[config.mk]
export PLATFORM = sky130hd
export DESIGN_NAME = step_sequencer
export DESIGN_NICKNAME = d
export VERILOG_FILES = /design/src/rtl/step_sequencer_pkg.sv /design/src/rtl/step_sequencer_ram_clear_counter.sv /design/src/rtl/step_sequencer.sv
export SDC_FILE = /design/constraint.sdc
export NUM_CORES = 1
export LEC_CHECK = 0
export CORE_UTILIZATION = 50
export DETAILED_ROUTE_END_ITERATION = 16
export MAX_ROUTING_LAYER = met4
export PLACE_DENSITY = 0.95
export SLEW_MARGIN = 15
export SYNTH_ARGS = -nofsm -noshare
export SYNTH_HDL_FRONTEND = slang
export SYNTH_SLANG_ARGS = --single-unit
export TNS_END_PERCENT = 50
[constraint.sdc]
create_clock -name clk -period 2.6 [get_ports clk]
set_clock_uncertainty 0.15 [all_clocks]
set_input_delay 0.52 -clock clk [delete_from_list [all_inputs] [get_ports clk]]
set_output_delay 0.52 -clock clk [all_outputs]
set_load 0.02 [all_outputs]
[src/rtl/step_sequencer_pkg.sv]
// step_sequencer_pkg: shared state encoding for the step sequencer
package step_sequencer_pkg;

    localparam int STATE_WIDTH = 3;

    typedef enum logic [STATE_WIDTH-1:0] {
        ST_IDLE     = 3'd0,
        ST_CLEAR    = 3'd1,
        ST_STEP_TCK = 3'd2,
        ST_STEP_SXR = 3'd3,
        ST_RUN_TEST = 3'd4,
        ST_HALTED   = 3'd5,
        ST_ABORT    = 3'd6
    } state_t;

endpackage

[src/rtl/step_sequencer_ram_clear_counter.sv]
// step_sequencer_ram_clear_counter: walks the RAM address from 0 to CLEAR_LAST, restartable
module step_sequencer_ram_clear_counter #(
    parameter int                    ADDR_WIDTH = 16,
    parameter logic [ADDR_WIDTH-1:0] CLEAR_LAST = {ADDR_WIDTH{1'b1}}
) (
    input  logic                  clk,
    input  logic                  reset,
    input  logic                  start,
    output logic [ADDR_WIDTH-1:0] addr,
    output logic                  active,
    output logic                  done,
    output logic                  last
);

    assign last = active && (addr == CLEAR_LAST);

    // count while active; the cycle after the last write drops active and pulses done
    always_ff @(posedge clk or posedge reset) begin
        if (reset) begin
            addr   <= '0;
            active <= 1'b0;
            done   <= 1'b0;
        end else if (start) begin
            addr   <= '0;
            active <= 1'b1;
            done   <= 1'b0;
        end else begin
            addr   <= (active && !last) ? addr + ADDR_WIDTH'(1) : '0;
            active <= active && !last;
            done   <= last;
        end
    end

endmodule

[src/rtl/step_sequencer.sv]
// step_sequencer: turns decoder command pulses into sustained executor control and RAM clear
module step_sequencer
    import step_sequencer_pkg::*;
#(
    parameter int                    ADDR_WIDTH = 16,
    parameter int                    DATA_WIDTH = 8,
    parameter logic [ADDR_WIDTH-1:0] CLEAR_LAST = {ADDR_WIDTH{1'b1}}
) (
    input  logic                  clk,
    input  logic                  reset,
    input  logic                  request_clear_mem,
    input  logic                  go_step_tck,
    input  logic                  go_step_sxr,
    input  logic                  go_step_test,
    input  logic                  test_halt,
    input  logic                  test_abort,
    input  logic                  tck_tick,
    input  logic                  sxr_done,
    input  logic                  test_done,
    output logic                  tck_enable,
    output logic                  exec_run,
    output logic                  exec_reset,
    output logic                  ram_we,
    output logic [ADDR_WIDTH-1:0] ram_addr,
    output logic [DATA_WIDTH-1:0] ram_data,
    output logic                  clear_done,
    output logic                  busy,
    output logic [2:0]            state_out
);

    state_t state, state_nx, ret, ret_nx;
    logic   clr_last;
    logic   run_nx;

    step_sequencer_ram_clear_counter #(
        .ADDR_WIDTH (ADDR_WIDTH),
        .CLEAR_LAST (CLEAR_LAST)
    ) u_clear (
        .clk    (clk),
        .reset  (reset),
        .start  (request_clear_mem),
        .addr   (ram_addr),
        .active (ram_we),
        .done   (clear_done),
        .last   (clr_last)
    );

    assign ram_data  = '0;
    assign state_out = state;
    assign run_nx    = state_nx inside {ST_STEP_TCK, ST_STEP_SXR, ST_RUN_TEST};

    // next state: clear beats everything, clear and abort states are uninterruptible by other pulses
    always_comb begin
        state_nx = state;
        ret_nx   = ret;
        if (request_clear_mem) begin
            state_nx = ST_CLEAR;
            ret_nx   = ST_IDLE;
        end else if (state == ST_CLEAR) begin
            state_nx = clr_last ? ST_IDLE : ST_CLEAR;
        end else if (state == ST_ABORT) begin
            state_nx = ST_IDLE;
        end else if (test_abort) begin
            state_nx = ST_ABORT;
            ret_nx   = ST_IDLE;
        end else begin
            case (state)
                ST_IDLE, ST_HALTED: begin
                    if (go_step_test) begin
                        state_nx = ST_RUN_TEST;
                        ret_nx   = ST_IDLE;
                    end else if (go_step_sxr || go_step_tck) begin
                        state_nx = go_step_sxr ? ST_STEP_SXR : ST_STEP_TCK;
                        ret_nx   = state;
                    end
                end
                ST_STEP_TCK: state_nx = test_done ? ST_IDLE : (tck_tick ? ret : state);
                ST_STEP_SXR: state_nx = test_done ? ST_IDLE : (sxr_done ? ret : state);
                ST_RUN_TEST: state_nx = test_done ? ST_IDLE : (test_halt ? ST_HALTED : state);
                default:     state_nx = ST_IDLE;
            endcase
        end
    end

    // state register and registered control outputs derived from the next state
    always_ff @(posedge clk or posedge reset) begin
        if (reset) begin
            state      <= ST_IDLE;
            ret        <= ST_IDLE;
            tck_enable <= 1'b0;
            exec_run   <= 1'b0;
            exec_reset <= 1'b0;
            busy       <= 1'b0;
        end else begin
            state      <= state_nx;
            ret        <= ret_nx;
            tck_enable <= run_nx;
            exec_run   <= run_nx;
            exec_reset <= request_clear_mem || (state_nx == ST_ABORT);
            busy       <= !(state_nx inside {ST_IDLE, ST_HALTED});
        end
    end

endmodule
==> results.tsv, run 1 <==
stage	metric	value	unit
yosys	Synth cell types	44	
cts	clk buf depth	2	
run_status	failing checks	design-rule violations	
power_and_ir_drop	Max IR drop VDD	0.0003083	V
place	Inst Count DP	218	
detailed_routing	Iter 0 DRT Violations	51	
die	Row Count	19	
sta	Max-slew headroom	60.91	%
die	Die W	56.98	um
yosys	top-area cell type share of the netlist area	44.70	%
yosys	Post-synth EDFFs	0	
finish	Final Cell Area	0.001876	mm2
grt	total gr overflow	0	
grt	first-pass GRT wire length	5.271	mm
run_status	status	complete, but fails checks	
setup_path	buffers plus inverters on the worst setup path	1	
yosys	proportion of synthesized chip area in sequential cells	44.70	%
setup_path	r2r worst-path depth	6	
cts	Sinks on Clock Net	27	
yosys	top post-synthesis cells by area	dfrtp_1, xor2_1, nor2_1	
finish	Post-layout nets	204	
place	post-DP HPWL	2.473	mm
yosys	Syn. warnings	0	
yosys	Syn Inst Count	156	
cts	Inserted Clock Buffers	3	
cts	Hold Buf Count CTS	0	
setup_path	Worst Setup End Kind	output port	
cts	clock-pin slew on the worst setup and hold paths	150	ps
finish	n_diodes	0	
power_and_ir_drop	Total Power	0.0007032	W
power_and_ir_drop	sequential power share	61.1	%
cts	Skew-Pair Late Insertion Delay	340	ps
detailed_routing	Post-Route WL	3.272	mm
setup_path	worst-path cell chain	clkdlybuf4s50_1	
finish	share of cells above drive strength 1	7.853	%
sta	Setup Viol. Count Final	0	
finish	Final Non-Filler Cells	222	
grt	initial antenna violation count	0	
flow_run	Max Cap Viol	0	
detailed_routing	Routed Antenna Nets	0	
setup_path	family with the most delay on the worst path	buffers and inverters	
detailed_routing	drt pass-1 iters	10	
setup_path	r2r startpoint	u_clear.addr[0]	
yosys	Synth Area in Compound Gates	11.34	%
setup_path	Worst EP required	1930	ps
cts	post-CTS resize count	0	
setup_path	startpoint types	flop	
yosys	post-synthesis register bit count	27	
sta	maximum clock rate	421.0	MHz
sta	max-slew violation count	0	
power_and_ir_drop	P_sw	0.0001860	W
yosys	Synth Flop Type	dfrtp_1	
cts	CTS tree	done	
yosys	XOR/XNOR Fraction of Synth Area	8.692	%
power_and_ir_drop	Clock Power Share	27.1	%
yosys	leading area contributor after synthesis	dfrtp_1	
die	# IOs	44	
sta	Final Hold Vio Count	0	
yosys	synthesized area	0.001511	mm2
power_and_ir_drop	Internal	0.0005172	W
die	Die H	56.98	um
setup_path	WS Path Type	flop to output port	
detailed_routing	Remaining DRCs	2	
setup_path	reg2reg end	u_clear.addr[4]	
worst_hold_path	min-delay worst type	input port to asynchronous set/reset pin	
power_and_ir_drop	Leakage Power	0.8085	nW
die	die area	0.003247	mm2
setup_path	crit path max fanout	14	
power_and_ir_drop	power density cells	374.9	mW/mm2
detailed_routing	wire per inst	14.74	um
grt	largest net degree at the start of global routing	28	
die	Core Area	0.002805	mm2
setup_path	Critical Path AT	1710	ps
power_and_ir_drop	switch share	26.45	%
sta	Tmin final	2375	ps
yosys	largest family of logic cells by synthesized area	simple AND/OR/NAND/NOR gates	
die	Initial Util	53.88	%
cts	Post-CTS Setup Inserts	0	
detailed_routing	via density per instance	5.586	
sta	Post-Route Setup TNS	0	ps
grt	Overall Global Routing Usage	21.83	%
yosys	Synth Area in Adders	0.8278	%
cts	Root Buffer	clkbuf_4	
setup_path	setup slack, reg-to-reg	300	ps
yosys	mux share of post-synthesis cell area	0.6623	%
sta	hold_ws	367.4	ps
finish	area delta synth->final	24.09	%
place	RePlAce Congestion	0.8702	
sta	Tcrit/Tclk final	91.36	%
place	placed cell areas	0.001846	mm2
cts	H-tree levels	1	
grt	vias in the first global route	1160	
setup_path	Crit-path slowest cell	clkdlybuf4s50_1	
place	number of port buffers	35	
setup_path	Crit path largest cell delay	700	ps
yosys	Async S/R FF share, synth	100.0	%
finish	fill count	217	
power_and_ir_drop	Comb pwr share	11.8	%
yosys	Post-Syn Area per Cell	9.689	um2
sta	RSZ-0062 raised after global routing	no	
yosys	simple-gate portion of the synthesized area	25.41	%
sta	Slew @ Worst Pin	584.7	ps
detailed_routing	Vias	1240	
-- power by group through the flow --
| stage | logic [W] | registers (W) | clock network (W) |
|---|---|---|---|
| after floorplan | 0.0000485 | 0.000443 | 0 |
| after global placement | 0.0000801 | 0.000437 | 0 |
| after detailed placement | 0.0000834 | 0.000438 | 0 |
| after CTS | 0.0000835 | 0.000430 | 0.000196 |
| after global routing | 0.0000908 | 0.000431 | 0.000214 |
| final | 0.0000830 | 0.000430 | 0.000190 |
-- worst max path at each step --
stage / startpoint / to / slack, ps / depth (start not counted)
2_1_floorplan: u_clear.addr[0] / u_clear.addr[10] / 610 / 7
3_3_place_gp: sxr_done / busy / 240 / 7
3_5_place_dp: sxr_done / busy / 120 / 7
4_1_cts: state_out[1] / state_out[1] / 230 / 1
5_1_grt: u_clear.addr[0] / u_clear.addr[4] / 120 / 6
6_report: state_out[1] / state_out[1] / 220 / 1
-- logic make-up after synthesis --
group / Yosys count
AND/OR/NAND/NOR: 72
flip-flops: 27
buffers and inverters: 20
XOR/XNOR: 15
multiplexers: 1
adder cells (fa/ha/maj): 1
other: 1
AO/OA/AOI/OAI: 19
-- worst reg2reg max path: cells and delay by family (launching register included) --
kind	cells	cell delay, ps
fa+ha+maj	1	270
flops	1	460
simple gates	5	1300
-- cell type report --
type	instances	area, um2	area share [%]
Clock buffer	3	22.52	1.201
Clock inverter	1	7.507	0.4003
Inverter	7	26.28	1.401
Multi-Input combinational cell	116	739.5	39.43
Sequential cell	27	675.6	36.02
Tap cell	31	38.79	2.068
Timing Repair Buffer	37	365.4	19.48
-- synthesized netlist by cell type, types with 2 or more instances --
library cell / n
a21oi_1: 4
a31oi_1: 2
and3_1: 3
buf_2: 2
buf_4: 10
dfrtp_1: 27
inv_1: 7
nand2_1: 15
nand2b_1: 3
nand3_1: 8
nand4_1: 3
nor2_1: 23
nor2b_1: 3
nor3b_1: 3
xnor2_1: 4
xor2_1: 11
-- per-layer routing --
metal | GRT usage, % | up-vias | share of wire, %
met3 | 2.948 | 9 | 3.6
li1 | - | 584 | -
met1 | 26.12 | 607 | 42
met4 | 9.059 | 0 | 2.1
met5 | - | - | 0
met2 | 37.14 | 40 | 52
-- state kept, by name (all words and copies together) (netlist names) --
name,count
state_out,3
u_clear.addr,16
ret,3
exec_reset,1
u_clear.active,1
u_clear.done,1
exec_run,1
busy,1
-- layout by cell type (no fill, tap or decap), types with 2 or more instances in the layout --
cell type        netlist  final
nand3_1                8      8
inv_1                  7      7
nand2b_1               3      3
nor2b_1                3      3
buf_4                 10      2
and3_1                 3      3
nor3b_1                3      3
nand2_1               15     15
clkdlybuf4s50_1        0     35
xor2_1                11     11
dfrtp_1               27     27
nand4_1                3      3
a31oi_1                2      2
xnor2_1                4      4
a21oi_1                4      4
nor2_1                23     23
conb_1                 1      8
clkbuf_4               0      3
-- through the flow --
| step | utilization, % | worst slack [ps] |
|---|---|---|
| 6_report | 66.86 | 224.7 |
| 5_1_grt | 66.86 | 120.5 |
| 4_1_cts | 66.86 | 228.5 |
| 2_1_floorplan | - | 614.5 |
| 3_5_place_dp | 65.79 | 119.5 |
| 3_3_place_gp | 65.79 | 244.9 |
Note: power is estimated with default switching activity, not from simulation.
==> inputs of run 2 (changes only) <==
- CTS_CLUSTER_DIAMETER: unset -> 150
- CTS_CLUSTER_SIZE: unset -> 30
==> results of run 2 <==
Same layout as run 1: the final DEF is identical, and so are final timing and power.
